[src/rtl/alu_result_display.sv]
// Captures an ALU answer, converts it to BCD with a double-dabble engine, and scans it onto a
// 4-digit common-anode seven-segment display. Optional macro: LEADING_ZERO_BLANK_EN.
module alu_result_display #(
    parameter int NUM_WIDTH   = 8,
    parameter int REFRESH_DIV = 50000
) (
    input  logic                 clk,
    input  logic                 reset,
    input  logic [NUM_WIDTH-1:0] answer_in,
    input  logic                 load,
    output logic                 busy,
    output logic                 valid,
    output logic [15:0]          bcd_out,
    output logic [6:0]           seg,
    output logic [3:0]           an
);

    typedef enum logic [1:0] {
        IDLE,
        SHIFT,
        DONE
    } state_t;

    localparam logic [3:0]  LAST_BIT     = 4'(NUM_WIDTH);
    localparam logic [15:0] REFRESH_LAST = 16'(REFRESH_DIV - 1);

    state_t               state_reg;
    logic [NUM_WIDTH-1:0] bin_reg;
    logic [15:0]          scratch_reg;
    logic [3:0]           bit_cnt_reg;
    logic [15:0]          adjusted;
    logic [15:0]          refresh_cnt_reg;
    logic [1:0]           index_reg;
    logic [3:0]           digit;
    logic [3:0]           blank;

    // Add-3 correction for every nibble that would overflow past 9 on the next shift.
    genvar gi;
    generate
        for (gi = 0; gi < 4; gi++) begin : g_adjust
            logic [3:0] nib;
            assign nib = scratch_reg[gi*4 +: 4];
            assign adjusted[gi*4 +: 4] = (nib >= 4'd5) ? nib + 4'd3 : nib;
        end
    endgenerate

    always_ff @(posedge clk) begin
        if (reset) begin
            state_reg   <= IDLE;
            bin_reg     <= '0;
            scratch_reg <= '0;
            bit_cnt_reg <= '0;
            busy        <= 1'b0;
            valid       <= 1'b0;
            bcd_out     <= 16'h0000;
        end else begin
            case (state_reg)
                IDLE: begin
                    if (load) begin
                        bin_reg     <= answer_in;
                        scratch_reg <= '0;
                        bit_cnt_reg <= '0;
                        busy        <= 1'b1;
                        state_reg   <= SHIFT;
                    end
                end
                SHIFT: begin
                    // One extra visit after the last shift hands over to DONE.
                    if (bit_cnt_reg == LAST_BIT) begin
                        state_reg <= DONE;
                    end else begin
                        {scratch_reg, bin_reg} <= {adjusted, bin_reg} << 1;
                        bit_cnt_reg            <= bit_cnt_reg + 4'd1;
                    end
                end
                DONE: begin
                    bcd_out   <= scratch_reg;
                    valid     <= 1'b1;
                    busy      <= 1'b0;
                    state_reg <= IDLE;
                end
                default: state_reg <= IDLE;
            endcase
        end
    end

`ifdef LEADING_ZERO_BLANK_EN
    // A digit is dark only when it and every more-significant digit are zero.
    assign blank[3] = (bcd_out[15:12] == 4'd0);
    assign blank[2] = blank[3] && (bcd_out[11:8] == 4'd0);
    assign blank[1] = blank[2] && (bcd_out[7:4] == 4'd0);
    assign blank[0] = 1'b0;
`else
    assign blank = 4'b0000;
`endif

    assign digit = bcd_out[{index_reg, 2'b00} +: 4];

    function automatic logic [6:0] decode(input logic [3:0] d);
        case (d)
            4'd0:    decode = 7'h40;
            4'd1:    decode = 7'h79;
            4'd2:    decode = 7'h24;
            4'd3:    decode = 7'h30;
            4'd4:    decode = 7'h19;
            4'd5:    decode = 7'h12;
            4'd6:    decode = 7'h02;
            4'd7:    decode = 7'h78;
            4'd8:    decode = 7'h00;
            4'd9:    decode = 7'h10;
            default: decode = 7'h7F;
        endcase
    endfunction

    // seg and an come from the same index on the same edge, so digits never ghost.
    always_ff @(posedge clk) begin
        if (reset) begin
            refresh_cnt_reg <= '0;
            index_reg       <= '0;
            seg             <= 7'h7F;
            an              <= 4'hF;
        end else begin
            if (refresh_cnt_reg == REFRESH_LAST) begin
                refresh_cnt_reg <= '0;
                index_reg       <= index_reg + 2'd1;
            end else begin
                refresh_cnt_reg <= refresh_cnt_reg + 16'd1;
            end
            if (valid) begin
                an  <= ~(4'b0001 << index_reg);
                seg <= blank[index_reg] ? 7'h7F : decode(digit);
            end else begin
                an  <= 4'hF;
                seg <= 7'h7F;
            end
        end
    end

endmodule

[config.mk]
export PLATFORM = sky130hd
export DESIGN_NAME = alu_result_display
export DESIGN_NICKNAME = d
export VERILOG_FILES = /design/src/rtl/alu_result_display.sv
export SDC_FILE = /design/constraint.sdc
export NUM_CORES = 1
export LEC_CHECK = 0
export BUFFER_PORTS_ARGS = -buffer_cell sky130_fd_sc_hd__buf_2
export CAP_MARGIN = 10
export CORE_MARGIN = 1
export CORE_UTILIZATION = 62
export CTS_BUF_LIST = sky130_fd_sc_hd__clkbuf_16
export CTS_CLUSTER_SIZE = 8
export DETAILED_ROUTE_END_ITERATION = 7
export PLACE_DENSITY = 0.84
export SLEW_MARGIN = 20
export SYNTH_ARGS = -nofsm -noshare
export SYNTH_HDL_FRONTEND = slang
export SYNTH_SLANG_ARGS = --single-unit
[constraint.sdc]
create_clock -name clk -period 4.1 [get_ports clk]
set_input_delay 0.41 -clock clk [delete_from_list [all_inputs] [get_ports clk]]
set_output_delay 0.41 -clock clk [all_outputs]
set_load 0.03 [all_outputs]
* Yosys cells after proc, flatten, opt, wreduce, memory -nomap -nowiden
Memory sizes are Yosys's and may differ from the RTL's. A register that Yosys moved wholly into a read port is not among the register bits.
Index checks and enable logic that the tools add are counted.
** Word-level totals
- Flip-flop bits (word level) :: 70
- Bits in read-only memories :: 112
- Input bits :: 11
- Output and inout bits :: 29
- Word-level logic and storage cells :: 63
- Memories :: 1
** Operators by class
- $add $sub $neg :: 7
- Magnitude comparators :: 5
- Eq/ne operators :: 7
- Shift-type cells :: 2
- Multiplexer cells :: 20
- Bitwise operators :: 2
- Reduce and logical (&&, ||, !) cells :: 9
** Memory list
- (no name shown) :: depth 16, width 7, rd ports 1, clocked after memory_dff 1, write ports 0, line 100 : case (d)
** Operators by type and width (number)
- 2-to-1 mux 16 bit :: 2
- one-hot mux 16 bit (2 select lines) :: 1
- 2-to-1 mux 4 bit :: 5
- adder 16 x 1 -> 16 bit, second input constant :: 1
- equality test 16 bit, second input constant :: 1
- >= comparator 4 x 3 -> 1 bit, second input constant :: 4
- 2-to-1 mux 8 bit :: 2
- one-hot mux 8 bit (2 select lines) :: 1
- variable part select 16 x 5 -> 4 bit :: 1
- adder 4 x 2 -> 4 bit, second input constant :: 3
- one-hot mux 4 bit (2 select lines) :: 1
- inequality test 2 bit, second input constant :: 3
- adder 4 x 1 -> 4 bit, second input constant :: 1
- equality test 4 bit, second input constant :: 1
- 2-to-1 mux 2 bit :: 2
- NOT 4 bit :: 1
- one-hot mux 2 bit (2 select lines) :: 1
- AND reduction 2 bit :: 2
- nonzero test 2 bit :: 2
- OR reduction 2 bit :: 2
- << shifter 1 x 2 -> 4 bit, first input constant :: 1
- adder 3 x 2 -> 3 bit, second input constant :: 1
- < comparator 2 x 3 -> 1 bit, second input constant :: 1
- 2-to-1 mux 3 bit :: 1
- other kinds (10) :: 11

* Longest topological paths before layout
Gate-level depths: netlist (run 1).
- Word-level depth :: 4
- Mapped depth :: 8

* Least setup slack after synthesis (run 1)
Ideal clock, no wire load.
- Path type :: register to register
- Start point :: reg index_reg[0]
- End point :: reg seg[6]
- Data arrival time :: 1.606 ns
- Path slack :: 2.364 ns
- Cell stages (with the launch flop) :: 6
- Clock period less this slack :: 1.736 ns
- Cells stage by stage :: dfxtp_1 -> mux4_1 -> ha_1 -> mux2i_1 -> mux2_2 -> nand2_1
** On the way
- Word-level cells in the longest chain between the ends :: 3
- Elaborated cells between the ends (all ways) :: 4
** Ends and longest elaborated chain
- start: declaration :: line 33 : logic [1:0] index_reg;
- start signal: assignment :: line 125 : index_reg <= index_reg + 2'd1;
- branches (longest 3 deep; another with variable part select 16 x 5 -> 4 bit)
- end: declaration :: line 14 : output logic [6:0] seg,
Several ways; the timed one is not identified. The select of a mux whose other input is x is not followed.
A chain may end at the register's enable or synchronous reset.

* Final worst setup path (run 1)
- Start point :: reg state_reg[1]
- End point :: reg bin_reg[1]
** On the way
- Word-level cells in the longest chain between the ends :: 3
- Elaborated cells between the ends (all ways) :: 7
** Ends and longest elaborated chain
- start: declaration :: line 27 : state_t state_reg;
- start signal: assignment :: line 49 : state_reg <= IDLE;
- start signal: assignment :: line 64 : state_reg <= SHIFT;
- start signal: assignment :: line 70 : state_reg <= DONE;
- equality test 2 x 1 -> 1 bit or zero test 2 bit (tied branches) :: line 57 : case (state_reg)
- inequality test 2 bit (no source line) or nonzero test 2 bit (tied branches)
- AND reduction 3 bit (no source line)
- end signal: assignment :: line 60 : bin_reg <= answer_in;
- end signal: assignment :: line 72 : {scratch_reg, bin_reg} <= {adjusted, bin_reg} << 1;
- end: declaration :: line 28 : logic [NUM_WIDTH-1:0] bin_reg;
Several ways; a longest one is shown, not always the timed one.

==> impl_metrics.py, run 1 <==
metrics = {
    "yosys": {
        "synth_area_leader_cell": "dfxtp_1",
        "syn_area_per_cell_um2": 9.29,
        "ys_ff_latch": 77,
        "synth_edf_count": 0,
        "synth_area_leaders": "dfxtp_1 45%, ha_1 7.3%, nor2_1 4.2%",
        "synthesis.area_um2": 3440,
        "synth_flop_cell": "dfxtp_1",
        "async_reset_ff_share_pct": 0,
        "yosys-top-cells-count": "77 x dfxtp_1, 38 x nor2_1, 29 x nand2_1",
        "yosys.cell_count.top_type": "dfxtp_1",
        "syn-num-nets": 401,
        "seq_area_frac_synth_pct": 44.9,
        "netlist.area_leader.share_pct": 44.9,
        "synthCells": 370,
        "synth_cell_types": 37,
        "yosysWarningCount": 0,
    },
    "pwr": {
        "p_per_area_nw_per_um2": 390,
        "vdd_drop_max_uv": 269,
        "power_leakage_nw": 1.59,
    },
    "die": {
        "die_y_um": 76.4,
        "core_um2": 5240,
        "ios": 40,
        "start_util_pct": 65.6,
        "std_cell_rows": 26,
        "dieArea_um2": 5840,
        "die_x_um": 76.4,
    },
    "clock_tree": {
        "clkTransAtPathRegs_ns": 0.06,
        "hold_buffers": 0,
        "cts.repair.resized": 0,
        "clockRootBuffer": "clkbuf_16",
        "cts.sinks": 77,
        "numCtsBuffers": 9,
        "cts_buffer_depth": 2,
        "post_cts_buffers": 0,
        "cts_tree": "yes",
        "htreeDepth": 3,
        "clk_latency_ns": 0.33,
    },
    "global_route": {
        "antenna_found_initial": 0,
        "grt_max_degree": 39,
        "grt_overflow": 0,
        "grt_pass1_wl_mm": 11.3,
        "grt.busiest_layer": "met2",
        "grt_use_met2_pct": 41.3,
        "grt_use_met3_pct": 5.15,
        "track_usage_pct": 24.2,
        "grtUsageMet1_pct": 28.2,
        "first_global_vias": 2597,
    },
    "sta": {
        "hold_ws_ns": 0.314,
        "period_needed_ns": 2.39,
        "clock_skew_ns": 0.00382,
        "max_freq_ghz": 0.419,
        "tns_ns": 0,
        "slew_violations": 0,
        "slew-limit-headroom_pct": 32.4,
        "worstMarginPinSlew_ns": 1.01,
        "setup_viol": 0,
        "grt_setup_unrepaired": "no",
        "timing_hold_violations_final": 0,
        "period_share_pct": 58.3,
    },
    "worst_setup_path": {
        "critPathMaxFanout": 21,
        "crit_required_ns": 4.33,
        "startpoint": "state_reg[1]",
        "critPathMaxStageDelay_ns": 0.66,
        "crit_path_end": "bin_reg[1]",
        "r2r_end": "bin_reg[1]",
        "endpoint_kind": "flop",
        "cpMostUsedCell": "nand2b_1",
        "worstPathCellList": "nand2b_1, nand2b_1, nand2_1, a211oi_1",
        "critical-path-slowest-cell": "nand2b_1",
        "worstPathArrival_ns": 2.62,
        "crit_type": "reg -> reg",
        "start_kind": "flop",
        "rrSetupSlack_ns": 1.71,
        "reg2reg_depth": 4,
        "r2r-start": "state_reg[1]",
    },
    "run": {
        "drv_cap": 0,
    },
    "place": {
        "port_buffers": 39,
        "gp_congestion": 0.822,
        "dp.final_hpwl_mm": 4.44,
        "dpl-instance-area_um2": 3650,
    },
    "run_status": {
        "status": "finished clean",
    },
    "route": {
        "antenna_left": 0,
        "drtIter0Drc": 136,
        "finalWirelength_mm": 6.60,
        "drc_errors": 0,
        "via_per_inst": 5.54,
        "wl_per_cell_um": 13.7,
        "drt-pass1-iter-count": 4,
        "vias": 2671,
    },
    "layout": {
        "postLayoutCoreUtil_pct": 74.5,
        "nFillCells": 378,
        "stdcell_area_um2": 3900,
        "num_antenna_cells": 0,
        "nets": 438,
        "area_growth_pct": 13.5,
        "drive_gt1_share_pct": 13.8,
    },
    "min_path": {
        "hold_class": "in -> reg",
    },
}
-- how the worst min path moves through the flow --
stage / cells after the start / slack [ns] / to / startpoint
floorplan: 1 / 0.42 / refresh_cnt_reg[0] / refresh_cnt_reg[0]
global placement: 1 / 0.43 / refresh_cnt_reg[0] / refresh_cnt_reg[0]
detailed placement: 1 / 0.44 / refresh_cnt_reg[0] / refresh_cnt_reg[0]
CTS: 3 / 0.32 / bin_reg[0] / answer_in[0]
global route: 3 / 0.33 / bin_reg[0] / answer_in[0]
finish: 3 / 0.31 / bin_reg[0] / answer_in[0]
-- worst max-delay path, delay by kind of cell (launching register included) --
| kind | cells | cell delay [ns] |
|---|---|---|
| AOI/OAI and AO/OA | 1 | 0.35 |
| DFF | 1 | 0.37 |
| and+or+nand+nor | 3 | 1.56 |
-- layout by cell type, fill, tap and decap left out, types with 2 or more instances in the layout --
cell type  instances
nand3_1           24
xnor2_1           11
a21oi_1           25
clkbuf_16          9
mux4_1             3
nor2_1            38
mux2i_1           14
ha_1              20
buf_4              2
nor2b_1            4
clkinv_1           2
a22o_1            16
nand2_1           29
xor2_1            11
and3_1             3
dfxtp_1           77
nor3_1            10
o21ai_1            2
nand4_1            5
o21ai_0           13
a211oi_1           7
buf_2             39
inv_1             23
nand2b_1          11
-- layer usage --
metal	vias to the layer above	wire, µm
li1	1357	-
met1	1240	2970
met2	65	3220
met3	9	296
met4	0	111
met5	-	0
-- where the power goes --
part           switching, mW  internal (mW)
logic                 0.0498         0.0250
registers            0.00971          0.763
clock network          0.281          0.395
-- metrics by stage --
stage,power [mW],setup slack [ns],std cells
after floorplan,0.847,2.36,370
after global placement,0.860,1.80,466
after detailed placement,0.863,1.76,466
after CTS,1.53,1.71,482
after global routing,1.57,1.46,482
final,1.52,1.71,482
-- logic make-up (layout without fill, tap and decap cells) --
logic type | count (synthesis) | count (layout) | synth area share (%)
DFF | 77 | 77 | 44.9
muxes | 19 | 19 | 7.36
buffers and inverters | 35 | 77 | 4.66
AOI/OAI and AO/OA | 65 | 65 | 11.8
xor gates and xnor gates | 22 | 22 | 5.61
and+or+nand+nor | 132 | 132 | 18.4
adders and majority gates | 20 | 20 | 7.28
-- area by class of cell --
cell class | count | area [µm²] | share of cell area [%]
clock buffer | 9 | 225 | 5.77
clock inverter | 7 | 27.5 | 0.706
inverter | 20 | 75.1 | 1.92
tap | 70 | 87.6 | 2.25
multi-input combinational | 258 | 1730 | 44.5
sequential | 77 | 1540 | 39.5
timing repair buffer | 41 | 210 | 5.39
(Power assumes the default switching activity.)
==> inputs of run 2 (changes only) <==
CORE_UTILIZATION = 52   (was 62)
PLACE_DENSITY = 0.75   (was 0.84)
clock period = 2.1 ns   (was 4.1 ns; I/O delays follow)
==> run 2 against run 1 <==
Routed wire length increased by 1.5%. Non-clock buffer count rose by 6. Total power increased by 120%. Critical path depth is 1 higher. Global-route usage shrank 3.5 points. Fmax grew 32%. Sequential power is 95% higher. Combinational power grew 110%. Via count up 0.67%. Largest power group is now clock. Highest routed layer unchanged.
==> impl_metrics.py, run 2 (synthesis results as in run 1) <==
metrics = {
    "layout": {
        "multi_input_area_um2": 1730,
        "num_antenna_cells": 0,
        "final_common_cell": "dfxtp_1",
        "ff_latch_area_um2": 1540,
        "postLayoutCoreUtil_pct": 63.5,
        "area_growth_pct": 17.3,
        "stdcell_area_um2": 4030,
        "drive_gt1_share_pct": 16.1,
        "fin_cells": 494,
        "final_cell_mix": "77 x dfxtp_1, 39 x buf_2, 38 x nor2_1",
        "nFillCells": 517,
        "nets": 444,
    },
    "pwr": {
        "finalPower_mw": 3.37,
        "pwr-share-seq_pct": 44.7,
        "clkPwrFrac_pct": 50.6,
        "power_leakage_nw": 1.64,
        "switching_share_pct": 20.2,
        "vdd_drop_max_uv": 571,
        "p_comb_share_pct": 4.7,
        "p_switching_mw": 0.680,
        "internal-power_mw": 2.69,
        "p_per_area_nw_per_um2": 836,
    },
    "global_route": {
        "grt_max_degree": 21,
        "track_usage_pct": 20.7,
        "first_global_vias": 2628,
        "grt_overflow": 0,
        "antenna_found_initial": 0,
        "grt_pass1_wl_mm": 11.7,
    },
    "worst_setup_path": {
        "rrSetupSlack_ns": 0.28,
        "worstPathArrival_ns": 2.02,
        "start_kind": "flop",
        "crit_type": "reg -> reg",
        "r2r_end": "seg[0]",
        "crit_path_end": "seg[0]",
        "critPathMaxFanout": 8,
        "r2r-start": "index_reg[1]",
        "crit_required_ns": 2.30,
        "endpoint_kind": "flop",
        "reg2reg_depth": 5,
        "startpoint": "index_reg[1]",
    },
    "clock_tree": {
        "cts_tree": "yes",
        "clockRootBuffer": "clkbuf_16",
        "cts.sinks": 77,
        "numCtsBuffers": 9,
        "clkTransAtPathRegs_ns": 0.06,
        "clk_latency_ns": 0.32,
        "hold_buffers": 0,
        "cts.repair.resized": 0,
        "htreeDepth": 3,
        "cts_buffer_depth": 2,
        "post_cts_buffers": 0,
    },
    "run_status": {
        "status": "finished clean",
    },
    "min_path": {
        "hp-start": "answer_in[0]",
        "hold_class": "in -> reg",
    },
    "sta": {
        "period_share_pct": 86.4,
        "timing.final.ws_setup_ns": 0.285,
        "hold_ws_ns": 0.116,
        "max_freq_ghz": 0.551,
        "period_needed_ns": 1.82,
        "slew_violations": 0,
        "grt_setup_unrepaired": "no",
        "timing_hold_violations_final": 0,
        "clock_skew_ns": 0.00643,
        "slew-limit-headroom_pct": 28.7,
        "worstMarginPinSlew_ns": 1.06,
        "setup_viol": 0,
        "tns_ns": 0,
    },
    "run": {
        "drv_cap": 0,
    },
    "die": {
        "std_cell_rows": 29,
        "die_x_um": 83.3,
        "start_util_pct": 54.1,
        "dieArea_um2": 6940,
        "die_y_um": 83.3,
        "core_um2": 6350,
        "ios": 40,
    },
    "route": {
        "via_per_inst": 5.44,
        "antenna_left": 0,
        "wl_per_cell_um": 13.6,
        "drt-pass1-iter-count": 4,
        "finalWirelength_mm": 6.71,
        "vias": 2689,
        "drtIter0Drc": 134,
        "drc_errors": 0,
    },
    "place": {
        "dp_worst_setup_slack_ns": 0.295,
        "gp_congestion": 0.812,
        "dp.final_hpwl_mm": 4.68,
        "port_buffers": 39,
        "dpl-instance-area_um2": 3700,
        "dp_cells": 479,
    },
}
-- run 2: final cells by class --
type | count | area share [%]
Multi-Input combinational cell | 258 | 43.0
Sequential cell | 77 | 38.2
Timing Repair Buffer | 47 | 6.33
Clock buffer | 9 | 5.59
Clock inverter | 6 | 2.58
Tap cell | 77 | 2.39
Inverter | 20 | 1.86
-- run 2: power by group through the flow --
stage               sequential (mW)  combinational [mW]  clock [mW]
finish                         1.51               0.158        1.70
global placement               1.54               0.154           0
detailed placement             1.54               0.158           0
CTS                            1.51               0.159        1.73
global route                   1.51               0.177        1.80
floorplan                      1.54               0.116           0
-- run 2: how the worst min path moves through the flow --
stage | to | slack, ns | depth (start not counted)
5_1_grt | bin_reg[0] | 0.16 | 3
2_1_floorplan | bin_reg[0] | 0.35 | 2
3_3_place_gp | refresh_cnt_reg[0] | 0.43 | 1
4_1_cts | bin_reg[0] | 0.11 | 3
6_report | bin_reg[0] | 0.12 | 3
3_5_place_dp | refresh_cnt_reg[0] | 0.44 | 1
-- run 2: layer usage --
metal,up-vias,track usage [%],part of all wire [%]
li1,1364,-,-
met1,1273,25.4,46
met2,45,35.1,49
met3,7,5.86,3.8
met4,0,6.74,1.3
met5,-,0,0
-- run 2: worst max-delay path, stage by stage (launching register included) --
cell     delay, ns
dfxtp_1       0.49
mux4_1        0.70
inv_1         0.16
nor2_1        0.08
nor2_2        0.16
o21ai_0       0.11
